<file path="src/rtl/fsm_run_pkg.sv">
// Shared definitions for the phase FSM and its run controller.
package fsm_run_pkg;

  typedef enum logic [2:0] {
    IDLE  = 3'd0,
    ARM   = 3'd1,
    RUN   = 3'd2,
    DONE  = 3'd3,
    FAULT = 3'd4
  } run_state_t;

  localparam logic [1:0] PH_FIRST   = 2'b11;
  localparam logic [1:0] PH_SECOND  = 2'b01;
  localparam logic [1:0] PH_THIRD   = 2'b10;
  localparam logic [1:0] PH_ILLEGAL = 2'b00;

endpackage

</file>
<file path="src/rtl/fsm_run_ctrl.sv">
// Sequences N complete FIRST->SECOND->THIRD phase cycles per start request.
//   state | meaning
//   IDLE  | phase FSM parked in FIRST, waiting for start
//   ARM   | restart held until phase FSM reports FIRST
//   RUN   | phase FSM free-running (pause = hold), terminals counted
//   DONE  | one-cycle completion, done pulse visible
//   FAULT | illegal phase encoding seen, sticky until abort
module fsm_run_ctrl
  import fsm_run_pkg::*;
#(
  parameter int CW = 8
) (
  input  logic          clk,
  input  logic          rst,
  input  logic          start,
  input  logic          abort,
  input  logic [CW-1:0] num_cycles,
  input  logic          hold,
  input  logic [1:0]    fsm_state,
  input  logic          fsm_terminal,
  output logic          fsm_pause,
  output logic          fsm_restart,
  output logic          busy,
  output logic          done,
  output logic          aborted,
  output logic          fault,
  output logic [CW-1:0] cycles_done
);

  run_state_t    state, next_state;
  logic [CW-1:0] target;
  logic [CW-1:0] count_next;
  logic          latch, count_en, done_set, abort_set;

  assign count_next = cycles_done + CW'(1);

  always_ff @(posedge clk) begin
    if (rst) begin
      state       <= IDLE;
      target      <= '0;
      cycles_done <= '0;
      done        <= 1'b0;
      aborted     <= 1'b0;
    end else begin
      state   <= next_state;
      done    <= done_set;
      aborted <= abort_set;
      if (latch) begin
        target      <= num_cycles;
        cycles_done <= '0;
      end else if (count_en) begin
        cycles_done <= count_next;
      end
    end
  end

  always_comb begin
    next_state  = state;
    fsm_restart = 1'b1;
    fsm_pause   = 1'b1;
    busy        = 1'b0;
    fault       = 1'b0;
    latch       = 1'b0;
    count_en    = 1'b0;
    done_set    = 1'b0;
    abort_set   = 1'b0;
    case (state)
      IDLE: begin
        if (start && !abort) begin
          latch = 1'b1;
          if (num_cycles == '0) begin
            next_state = DONE;
            done_set   = 1'b1;
          end else begin
            next_state = ARM;
          end
        end
      end
      ARM: begin
        busy = 1'b1;
        if (abort) begin
          next_state = IDLE;
          abort_set  = 1'b1;
        end else if (fsm_state == PH_ILLEGAL) begin
          next_state = FAULT;
        end else if (fsm_state == PH_FIRST) begin
          next_state = RUN;
        end
      end
      RUN: begin
        busy        = 1'b1;
        fsm_restart = 1'b0;
        fsm_pause   = hold;
        // abort wins over a coincident terminal, which is then not counted
        if (abort) begin
          next_state = IDLE;
          abort_set  = 1'b1;
        end else if (fsm_state == PH_ILLEGAL) begin
          next_state = FAULT;
        end else if (fsm_terminal) begin
          count_en = 1'b1;
          if (count_next == target) begin
            next_state = DONE;
            done_set   = 1'b1;
          end
        end
      end
      DONE: begin
        next_state = IDLE;
      end
      FAULT: begin
        fault = 1'b1;
        if (abort) next_state = IDLE;
      end
      default: begin
        next_state = IDLE;
      end
    endcase
  end

endmodule

</file>
<file path="config.mk">
export PLATFORM = sky130hd
export DESIGN_NAME = fsm_run_ctrl
export DESIGN_NICKNAME = d
export VERILOG_FILES = /design/src/rtl/fsm_run_pkg.sv /design/src/rtl/fsm_run_ctrl.sv
export SDC_FILE = /design/constraint.sdc
export NUM_CORES = 1
export LEC_CHECK = 0
export BUFFER_PORTS_ARGS = -buffer_cell sky130_fd_sc_hd__buf_2
export CORE_ASPECT_RATIO = 1.75
export CORE_MARGIN = 5
export CORE_UTILIZATION = 52
export DETAILED_ROUTE_END_ITERATION = 10
export PLACE_DENSITY = 0.78
export SYNTH_ARGS = -nofsm -noshare
export SYNTH_HDL_FRONTEND = slang
export SYNTH_SLANG_ARGS = --single-unit
export TNS_END_PERCENT = 30
</file>
<file path="constraint.sdc">
create_clock -name clk -period 3.79 [get_ports clk]
set_clock_uncertainty 0.2 [all_clocks]
set_input_delay 0.5685 -clock clk [delete_from_list [all_inputs] [get_ports clk]]
set_output_delay 0.5685 -clock clk [all_outputs]
set_load 0.02 [all_outputs]
</file>
* Word-level counts from Yosys, hierarchy flattened *
Index checks and enable logic that the tools add are counted.

storage, ports and cells
  flip-flop bits (word level) = 21
  bits in latches = 0
  memory bits (writable) = 0
  ROM bits = 0
  input bits = 16
  word-level logic and storage cells = 55
  memories kept = 0

operators by class
  add/subtract/negate cells = 1
  multiply operators = 0
  div/mod/pow operators = 0
  order comparisons = 0
  equality and inequality tests = 10
  shift operators = 0
  muxes and demuxes = 29
  bitwise gates (word level) = 1
  reductions and logical operators = 9

operators by type and width
  kind                   number
  $mux W3                9
  $mux W1                17
  $ne A4 B4 Y1 const B   3
  $pmux W3 S4            1
  $add A8 B1 Y8 const B  1
  $eq A8 B8 Y1           1
  $logic_not A8 Y1       1
  $reduce_or A2 Y1       3
  $reduce_and A5 Y1      1
  $ne A2 B2 Y1 const B   2
  $eq A3 B1 Y1 const B   1
  $eq A3 B2 Y1 const B   1
  $eq A3 B3 Y1 const B   1
  $logic_not A3 Y1       1
  $eq A2 B2 Y1 const B   1
  $logic_not A2 Y1       1
  $mux W2                1
  $pmux W1 S2            1
  $logic_and A1 B1 Y1    1
  $logic_not A1 Y1       1
  $not A1 Y1             1

* Longest topological paths before layout *
Gate-level depths: netlist (run 1).

  word-level depth = 7
  mapped depth = 7
  gate-level depth less buffers = 6

* Worst setup path after synthesis (run 1) *
No wires, ideal clock.

  path kind = flip-flop to flip-flop
  from = reg cycles_done[0]
  to = reg state[0]
  library setup time = 0.078 ns
  data arrival time = 1.799 ns
  setup slack = 1.713 ns
  stages on the path, launching flop included = 7
  clock period less this slack = 2.077 ns
  path through = dfxtp_1 -> ha_1 -> or3b_1 -> a211o_1 -> a31oi_1 -> o211ai_1 -> a32oi_1

on the way
  word-level cells in the longest chain between the ends = 4

ends and longest elaborated chain
  element                             RTL line             RTL
  start, declared                     fsm_run_ctrl.sv:27   output logic [CW-1:0] cycles_done
  start signal, assigned              fsm_run_ctrl.sv:52   cycles_done <= count_next;
  $add A8 B1 Y8                       fsm_run_ctrl.sv:35   assign count_next = cycles_done + CW'(1);
  $eq A8 B8 Y1                        fsm_run_ctrl.sv:102  if (count_next == target) begin
  $ne A4 B4 Y1 (no source line)       n/a
  $reduce_and A5 Y1 (no source line)  n/a
  end signal, assigned                fsm_run_ctrl.sv:45   state <= next_state;
  end, declared                       fsm_run_ctrl.sv:30   run_state_t state, next_state;

Every way passes these cells.
A chain may end at the register's enable or synchronous reset.

* Final worst setup path (run 1) *
  from = reg state[0]
  to = out busy

on the way
  word-level cells in the longest chain between the ends = 3
  elaborated cells on any way between the ends = 4
  classes of those cells = eq/ne: 2; mux: 1; reduce/logical: 1

ends and longest elaborated chain
  element                                       RTL line            RTL
  $eq A3 B2 Y1 or $eq A3 B1 Y1 (tied branches)  fsm_run_ctrl.sv:67  case (state)
  $reduce_or A2 Y1 (no source line) (*)         n/a
  $mux W1 (*)                                   fsm_run_ctrl.sv:67
  end, declared                                 fsm_run_ctrl.sv:23  output logic busy,

Mark *: on every way between the ends. The rest lies on a longest branch, timed or not.

==> qor.yml, run 1 <==
status: "finished, final reports clean"
die_w_um: 46.3
finalNonFillerCells: 189
synth_top_cell_by_area: "dfxtp_1"
clk_pin_slew_worst_paths_ns: 0.07
htreeDepth: 1
coreArea_mm2: 0.00224
cp-end-kind: "output port"
p_per_area_mw_per_mm2: 376
use_met3_pct: 2.94
drive_above_1_share_pct: 22.0
p_switching_uw: 158
grt_max_degree: 15
root_buffer: "clkbuf_8"
crit_fanout: 9
fp.dieH_um: 73.5
cp_data_arrival_time_ns: 1.38
period_share_pct: 56.6
ys_async_sr_fraction_pct: 0
synth_common_cells: "21 x dfxtp_1, 20 x nor2_1, 12 x xnor2_1, 9 x mux2i_1, 7 x nor3_1"
crit_required_ns: 3.02
synth_top_area_share_pct: 35.0
wirelength_um: 2910
synth_xor_area_share_pct: 12.4
synth_edf_count: 0
netSwitchingFraction_pct: 30.4
setup_tns_ns: 0
multi_input_area_um2: 727
drv_slew: 0
yosysSeqAreaShare_pct: 35.0
synthTopCellsByArea: "dfxtp_1 35%, xnor2_1 8.8%, mux2i_1 7.5%"
clockBufferDepth: 2
startpoint_type: "flip-flop"
synth_top_family_by_area: "simple AND/OR/NAND/NOR gates"
track_usage_pct: 19.0
rsz0062_at_grt: "no"
grt_pass1_vias: 1130
p_comb_share_pct: 22.6
syn_inst: 137
place_inst: 185
fin_crit_ns: 2.15
initial_core_util_pct: 53.5
pwr-share-seq_pct: 49.5
grtUsageMet2_pct: 33.0
cts_tree: "yes"
yosysMostFrequentCell: "dfxtp_1"
slew_headroom_pct: 66.7
port-buffer-count: 29
p_int_uw: 362
syn_nets: 154
drc: 0
grt_pass1_wl_um: 4840
area_growth_pct: 15.3
ios: 30
seq_area_um2: 420
maxCapViolCount: 0
grt.busiest_layer: "met2"
clkPwrFrac_pct: 28.0
antenna_found_initial: 0
postCtsSetupBuffers: 0
cts_hold_buf: 0
syn_area_mm2: 0.00120
fill_cells: 228
num_vias: 1126
place_congestion: 0.887
rows: 23
viasPerCell: 5.96
setup_viol: 0
ys.flop_type: "dfxtp_1"
synth.area.mux_share_pct: 7.51
critical_path_class: "reg -> out"
wl_per_cell_um: 15.4
vdd_drop_max_uv: 288
synth_compound_area_share_pct: 10.7
layout.nets: 182
yosysWarnings: 0
dp.final_hpwl_um: 2300
syn_avg_cell_area_um2: 8.76
diodes: 0
synth_adder_area_share_pct: 1.04
antenna_left: 0
synth_simple_gate_area_share_pct: 28.9
drt-initial-drc-count: 21
hold_viol_final: 0
postCtsResizedCells: 0
met1_usage_pct: 19.6
power.leakage_uw: 0.000577
fmaxAchievable_ghz: 0.466
holdCritPathClass: "reg -> reg"
tightest_slew_ns: 0.495
grt_overflow: 0
ys_ff_latch: 21
r2r_cells: 6
cts.sinks: 21
die_area_mm2: 0.00341
clk_latency_ns: 0.26
ys_types: 42
cts_buffers: 3
drt_first_pass_iters: 4
holdPathStages: 2
worst max-delay path, cell delays in order, from the launching register on:
cell	delay, ns
dfxtp_1	0.56
xnor2_1	0.15
nor2_1	0.20
buf_2	0.20
through the flow:
step                      util [%]  total power (uW)  hold slack (ns)  setup WS (ns)  area [um^2]
after floorplan                  -               346            0.284           1.71         1200
after global placement        59.6               375            0.317           1.65         1340
after detailed placement      59.6               378            0.323           1.61         1340
after CTS                     61.6               522            0.342           1.65         1380
after global routing          61.6               545            0.358           1.57         1380
final                         61.6               520            0.340           1.64         1380
per-layer routing:
layer / part of all wire [%] / vias to the layer above / wire (um)
li1: - / 542 / -
met1: 37 / 531 / 1070
met2: 53 / 41 / 1560
met3: 5.8 / 12 / 168
met4: 4.1 / 0 / 119
met5: 0 / - / 0
cell type report:
cell class              instances  area share (%)
multi-input cells             106            52.5
flip-flops and latches         21            30.4
repair buffers                 29            10.5
clock buffers                   4            3.25
well taps                      25            2.26
inverters                       4            1.08
power by group through the flow:
stage,sequential [uW],combinational (uW),clock (uW)
5_1_grt,259,129,158
3_5_place_dp,261,117,0
3_3_place_gp,260,114,0
4_1_cts,256,117,149
2_1_floorplan,247,99.0,0
6_report,257,117,145
registers in the layout, indices dropped and copies added, names as in the netlist:
| register | count |
|---|---|
| aborted | 1 |
| cycles_done | 8 |
| done | 1 |
| state | 3 |
| target | 8 |
kinds of logic (layout without fill, tap and decap cells):
| logic type | after synthesis | in the layout |
|---|---|---|
| adder cells (fa/ha/maj) | 1 | 1 |
| buffers and inverters | 10 | 37 |
| AO/OA/AOI/OAI | 18 | 18 |
| multiplexers | 9 | 9 |
| flip-flops | 21 | 21 |
| XOR/XNOR | 17 | 17 |
| AND/OR/NAND/NOR | 61 | 61 |
final timing paths:
kind / slack, ns / from / to
min reg2reg: 0.34 / target[0]$_SDFFE_PP0P_ / target[0]$_SDFFE_PP0P_
max reg2reg: 1.65 / cycles_done[0]$_SDFFE_PP0P_ / state[0]$_SDFFE_PP0P_
min: 0.34 / target[0]$_SDFFE_PP0P_ / target[0]$_SDFFE_PP0P_
max: 1.64 / state[0]$_SDFFE_PP0P_ / busy
placed cells by master (no fill, tap or decap), drive strengths merged:
cell type  netlist  final
buf              5     29
nand4            4      4
a2111oi          1      1
nor2b            2      2
inv              4      4
a211o            1      1
nand4bb          1      1
a31oi            3      3
nor3             8      8
or4b             1      1
nand2b           3      3
and4             1      1
nor3b            4      4
or3              1      1
o211ai           1      1
nand2            5      5
a21boi           1      1
nor4b            2      2
o21bai           1      1
a21oi            3      3
nand3            4      4
a2bb2oi          1      1
o21ai            2      2
or3b             2      2
a32oi            1      1
xor2             5      5
nor2            20     20
xnor2           12     12
mux2i            9      9
o21ba            1      1
a32o             1      1
a211oi           1      1
ha               1      1
dfxtp           21     21
nor4             3      3
clkbuf           1      4
Power figures use the tool's default switching activity.
==> inputs of run 2 (changes only) <==
--- a/config.mk
+++ b/config.mk
@@ -5,6 +5,7 @@
 export SDC_FILE = /design/constraint.sdc
 export NUM_CORES = 1
 export LEC_CHECK = 0
+export ABC_AREA = 1
 export BUFFER_PORTS_ARGS = -buffer_cell sky130_fd_sc_hd__buf_2
 export CORE_ASPECT_RATIO = 1.75
 export CORE_MARGIN = 5
==> constraint.sdc (replaced) <==
create_clock -name clk -period 2.2 [get_ports clk]
set_clock_uncertainty 0.2 [all_clocks]
set_input_delay 0.33 -clock clk [delete_from_list [all_inputs] [get_ports clk]]
set_output_delay 0.33 -clock clk [all_outputs]
set_load 0.02 [all_outputs]
==> run 2 against run 1 <==
Via count up 20%. Worst setup slack worse by 1.4 ns. Synthesized area up 2.6%. Clock power up 76%. Synthesized cell count up 43%. Sequential cell count unchanged. Total power up 150%. First-iteration DRC count up 81%. Wire length up 7.8%. Register-to-register slack worse by 1.3 ns. Final cell count up 35%. Count of clock-buffer cells in the layout unchanged. Critical path type unchanged. Critical endpoint is now fsm_pause. Highest routed layer unchanged.
==> qor.yml, run 2 <==
clk_latency_ns: 0.26  # about the same
placed_area_mm2: 0.00142  # +5.7%
viasPerCell: 5.29  # -11%
port-buffer-count: 29  # unchanged
syn_nets: 213  # +38%
cts_buffers: 3  # unchanged
cp-end-kind: "output port"
ys_types: 24  # -43%
drt_first_pass_iters: 4  # unchanged
hold_viol_final: 0  # unchanged
drive_above_1_share_pct: 19.1  # -2.8 points
slowest_stage: "dfxtp_1"
synth_top_cell_by_area: "dfxtp_1"
grt_overflow: 0  # unchanged
yosysWarnings: 0  # unchanged
area_growth_pct: 18.6
synth_top_area_share_pct: 34.1  # -0.89 points
die_w_um: 46.8  # +1.0%
slew_headroom_pct: 63.2  # -3.5 points
mostFrequentLayoutCells: "39 x nand2_1, 32 x inv_1, 29 x buf_2"
diodes: 0  # unchanged
yosysSeqAreaShare_pct: 34.1  # -0.89 points
status: "finished, final reports clean"
p_switching_uw: 527  # +230%
critical_path.top_delay_family: "simple AND/OR/NAND/NOR gates"
grtUsageMet2_pct: 37.4  # +4.4 points
syn_avg_cell_area_um2: 6.28  # -28%
p_comb_share_pct: 41.9  # +19 points
crit_start: "state[2]$_SDFFE_PP0P_"
place_congestion: 0.884  # -0.41%
crit_fanout: 6  # -3
syn_inst: 196  # +43%
initial_core_util_pct: 54.2  # +0.70 points
coreArea_mm2: 0.00227  # +1.3%
antenna_found_initial: 0  # unchanged
crit_chain: "nor2_1, nand2_1, or2_2, buf_2"
postCtsSetupBuffers: 0  # unchanged
tightest_slew_ns: 0.550  # +0.0554 ns
fmaxAchievable_ghz: 0.503
worstHoldStart: "rst"
postCtsResizedCells: 0  # unchanged
cts_tree: "yes"
drt-initial-drc-count: 38  # +81%
clkPwrFrac_pct: 19.8  # -8.2 points
drv_slew: 0  # unchanged
fill_cells: 229  # +0.44%
wirelength_um: 3140  # +7.8%
synth_common_cells: "39 x nand2_1, 32 x inv_1, 23 x nor2_1, 21 x dfxtp_1, 21 x o21ai_0"
holdCritPathClass: "in -> reg"
root_buffer: "clkbuf_8"
dp.final_hpwl_um: 2600  # +13%
cts.sinks: 21  # unchanged
grt.busiest_layer: "met2"
fin_crit_ns: 1.99
num_vias: 1349  # +20%
ys_ff_latch: 21  # unchanged
met1_usage_pct: 17.7  # -1.9 points
cp_data_arrival_time_ns: 1.46  # +0.08 ns
p_per_area_mw_per_mm2: 880  # +130%
slowest_delay_ns: 0.33  # -0.23 ns
critical_path_class: "reg -> out"
maxCapViolCount: 0  # unchanged
setup_tns_ns: 0  # unchanged
startpoint_type: "flip-flop"
reg2reg_from: "cycles_done[0]$_SDFFE_PP0P_"
ios: 30  # unchanged
clk_pin_slew_worst_paths_ns: 0.08  # about the same
drc: 0  # unchanged
layout.nets: 248  # +36%
netSwitchingFraction_pct: 41.0  # +11 points
syn_area_mm2: 0.00123  # +2.6%
fp.dieH_um: 74.4  # +1.1%
power.leakage_uw: 0.000708  # +23%
grt_max_degree: 12  # -3
die_area_mm2: 0.00348  # +2.1%
crit_required_ns: 1.67  # -1.35 ns
rsz0062_at_grt: "no"
layout_commonest_cell: "nand2_1"
synth_edf_count: 0  # unchanged
use_met3_pct: 2.66  # -0.28 points
htreeDepth: 1  # unchanged
worst-path-buf-inv: 1  # unchanged
cts_hold_buf: 0  # unchanged
pwr-share-seq_pct: 38.3  # -11 points
synthTopCellsByArea: "dfxtp_1 34%, nand2_1 12%, inv_1 9.8%"
track_usage_pct: 19.7  # +0.70 points
grt_pass1_wl_um: 5090  # +5.3%
setup_viol: 0  # unchanged
vdd_drop_max_uv: 588  # +100%
ys.flop_type: "dfxtp_1"
wl_per_cell_um: 12.3  # -20%
ys_async_sr_fraction_pct: 0  # unchanged
design_area_mm2: 0.00146  # +5.5%
period_share_pct: 90.4
antenna_left: 0  # unchanged
clockBufferDepth: 2  # unchanged
rows: 23  # unchanged
p_int_uw: 759  # +110%
yosysMostFrequentCell: "nand2_1"
grt_pass1_vias: 1344  # +19%
largestRegisters: "cycles_done (8), target (8), state (3)"
-- run 2: changes by cell type after synthesis, moves of 4 or more --
cell     delta
nand2_1    +34
inv_1      +29
o21ai_0    +20
nand3_1    +14
a21oi_1    +13
xnor2_1    -11
mux2i_1     -9
nand2_2     +4
nor3_1      -4
xor2_1      -4
-- run 2: cell families (layout without fill, tap and decap cells) --
kind of cell               Yosys count  in the layout  synth area share (%)
and+or+nand+nor                     98             98                  36.4
DFF                                 21             21                  34.1
AOI/OAI and AO/OA                   40             40                  16.7
adders and majority gates            1              1                  1.02
xor gates and xnor gates             2              2                  1.42
buffers and inverters               34             68                  10.4
-- run 2: cell type report --
cell class	instances	area (um^2)	share of cell area, %
Tap cell	25	31.3	2.14
Inverter	34	128	8.74
Multi-Input combinational cell	141	683	46.8
Sequential cell	21	420	28.8
Clock buffer	4	45.0	3.08
Timing Repair Buffer	30	153	10.5
-- run 2: stage by stage --
stage,util [%],hold slack (ns),instances,worst slack (ns),power [uW]
2_1_floorplan,-,0.199,196,0.313,883
3_3_place_gp,62.2,0.258,251,0.351,1020
3_5_place_dp,62.2,0.267,251,0.308,1040
4_1_cts,64.2,0.0916,255,0.210,1290
5_1_grt,64.2,0.115,255,0.0632,1390
6_report,64.2,0.0935,255,0.211,1290
-- run 2: worst paths after layout --
kind	to	slack (ns)	cells after the start
worst max-delay path	fsm_pause	0.21	4
worst min-delay path	state[2]$_SDFFE_PP0P_	0.09	2
worst max register to register	state[1]$_SDFFE_PP0P_	0.30	12
worst min register to register	target[3]$_SDFFE_PP0P_	0.28	2
-- run 2: power by group through the flow --
stage          combinational, uW  clock, uW  sequential [uW]
4_1_cts                      540        259              493
3_5_place_dp                 537          0              501
2_1_floorplan                374          0              509
6_report                     538        255              493
5_1_grt                      615        276              502
3_3_place_gp                 523          0              499
-- run 2: worst register-to-register path, stage by stage (launching register included) --
cell	delay (ns)
dfxtp_1	0.42
ha_1	0.25
nand3_1	0.12
nor2_1	0.15
nand2_1	0.07
nand2_1	0.08
nor2_1	0.05
nor2_1	0.10
nand3_1	0.11
nand2_2	0.08
nand3b_1	0.08
nand2_1	0.06
inv_1	0.03
-- run 2: per-layer routing --
layer  part of all wire (%)  vias up
li1                       -      695
met1                     37      606
met2                     55       36
met3                    4.8       12
met4                    3.6        0
met5                      0        -
==> inputs of run 3 (changes only) <==
--- a/config.mk
+++ b/config.mk
@@ -5,7 +5,7 @@
 export SDC_FILE = /design/constraint.sdc
 export NUM_CORES = 1
 export LEC_CHECK = 0
-export ABC_AREA = 1
+export ABC_AREA = 0
 export BUFFER_PORTS_ARGS = -buffer_cell sky130_fd_sc_hd__buf_2
 export CORE_ASPECT_RATIO = 1.75
 export CORE_MARGIN = 5
==> run 3 against run 2 <==
Non-clock buffer count grew 3. Count of clock-buffer cells in the layout is the same. Largest cell class unchanged. Total power shrank 29%. Wire length shrank 4.7%. Fmax shrank 2.1%. Critical path depth grew 2. Clock power shrank 3%. Sequential share of layout area grew 0.94 points. Design area shrank 3.2%. Hold slack gained 0.031 ns. Worst setup slack lost 0.043 ns.
==> qor.yml, run 3 (synthesized netlist as in run 1, its figures left out) <==
wirelength_um: 2990  # -4.7%
antenna_found_initial: 0  # unchanged
layout_commonest_cell: "buf_2"
fp.dieH_um: 73.5  # -1.1%
coreArea_mm2: 0.00224  # -1.3%
fmaxAchievable_ghz: 0.492  # -2.1%
num_vias: 1124  # -17%
clockBufferDepth: 2  # unchanged
htreeDepth: 1  # unchanged
multi_input_area_um2: 727  # +6.4%
wl_per_cell_um: 15.5  # +26%
maxCapViolCount: 0  # unchanged
postCtsResizedCells: 0  # unchanged
initial_core_util_pct: 53.5  # -0.70 points
port-buffer-count: 29  # unchanged
setup_slack_ns: 0.168  # -0.0427 ns
largestRegisters: "cycles_done (8), target (8), state (3)"
fill_cells: 214  # -6.6%
postCtsSetupBuffers: 0  # unchanged
cp-end-kind: "flip-flop"
cts_hold_buf: 0  # unchanged
startpoint_type: "flip-flop"
grt_pass1_wl_um: 5040  # -1.1%
drive_above_1_share_pct: 23.8  # +4.7 points
place_congestion: 0.927  # +4.9%
period_share_pct: 92.3  # +1.9 points
ff2ff_setup_slack_ns: 0.17  # -0.13 ns
reg2reg_from: "cycles_done[1]$_SDFFE_PP0P_"
power.leakage_uw: 0.000597  # -16%
crit_required_ns: 2.18  # +0.51 ns
cts.sinks: 21  # unchanged
drv_slew: 0  # unchanged
die_w_um: 46.3  # -1.0%
design_area_mm2: 0.00141  # -3.2%
drt_first_pass_iters: 4  # unchanged
dp.final_hpwl_um: 2390  # -8.3%
crit_path_end: "state[0]$_SDFFE_PP0P_"
tightest_slew_ns: 0.535  # -0.0155 ns
viasPerCell: 5.82  # +10%
setup_viol: 0  # unchanged
area_growth_pct: 17.8
crit_start: "cycles_done[1]$_SDFFE_PP0P_"
drt-initial-drc-count: 32  # -16%
mostFrequentLayoutCells: "29 x buf_2, 21 x dfxtp_1, 20 x nor2_1"
r2r_end: "state[0]$_SDFFE_PP0P_"
root_buffer: "clkbuf_8"
status: "finished, final reports clean"
die_area_mm2: 0.00341  # -2.1%
diodes: 0  # unchanged
placed_area_mm2: 0.00137  # -3.3%
cp_data_arrival_time_ns: 2.01  # +0.55 ns
crit_fanout: 5  # -1
seq_area_um2: 420  # unchanged
clk_pin_slew_worst_paths_ns: 0.07  # about the same
grt_pass1_vias: 1148  # -15%
track_usage_pct: 20.2  # +0.45 points
grt_max_degree: 15  # +3
slew_headroom_pct: 64.0  # +0.84 points
setup_tns_ns: 0  # unchanged
holdCritPathClass: "in -> reg"
rows: 23  # unchanged
cts_tree: "yes"
antenna_left: 0  # unchanged
fin_hold_ws_ns: 0.125  # +0.0312 ns
hold_viol_final: 0  # unchanged
ios: 30  # unchanged
r2r_cells: 6  # -6
drc: 0  # unchanged
clk_latency_ns: 0.26  # about the same
power.total_uw: 907  # -29%
grt_overflow: 0  # unchanged
vdd_drop_max_uv: 526  # -11%
cts_buffers: 3  # unchanged
layout.nets: 186  # -25%
fin_crit_ns: 2.03  # +0.0427 ns
pre_cts_slack_ns: 0.215  # -0.0937 ns
p_per_area_mw_per_mm2: 642  # -27%
worstHoldStart: "num_cycles[3]"
rsz0062_at_grt: "no"
critical_path_class: "reg -> reg"
-- run 3: power by group --
| group | switching [uW] | internal (uW) | total, uW | leakage, uW |
|---|---|---|---|---|
| combinational | 118 | 103 | 221 | 0.000404 |
| clock | 118 | 129 | 247 | 0.0000228 |
| sequential | 35.6 | 404 | 439 | 0.000170 |
-- run 3: worst min path at each step --
stage / endpoint / slack [ns] / cells after the start
after floorplan: state[2]$_SDFFE_PP0P_ / 0.21 / 1
after global placement: target[0]$_SDFFE_PP0P_ / 0.31 / 2
after detailed placement: target[7]$_SDFFE_PP0P_ / 0.33 / 2
after CTS: target[3]$_SDFFE_PP0P_ / 0.11 / 3
after global routing: target[3]$_SDFFE_PP0P_ / 0.10 / 3
final: target[3]$_SDFFE_PP0P_ / 0.12 / 3
-- run 3: final cells by class --
class | count | share of cell area (%)
repair buffers | 33 | 12.4
multi-input cells | 106 | 51.4
clock buffers | 4 | 3.19
well taps | 25 | 2.21
inverters | 4 | 1.06
flip-flops and latches | 21 | 29.7
-- run 3: routing by layer --
metal	up-vias	track usage [%]	part of all wire (%)
met5	-	0	0
met4	0	13.6	5.4
met3	16	5.39	6.4
met2	55	34.8	52
met1	502	19.8	36
li1	551	-	-
-- run 3: critical path, stage by stage, from the launching register on --
cell and delay, ns:
dfxtp_1 0.40, ha_1 0.24, or3b_1 0.36, a211o_1 0.31, a31oi_1 0.17, o211ai_1 0.10, a32oi_1 0.18
-- run 3: metrics by stage --
step           instances  utilization [%]
6_report             193             63.0
3_5_place_dp         189             61.0
2_1_floorplan        137                -
3_3_place_gp         189             61.0
4_1_cts              193             63.0
5_1_grt              193             63.0
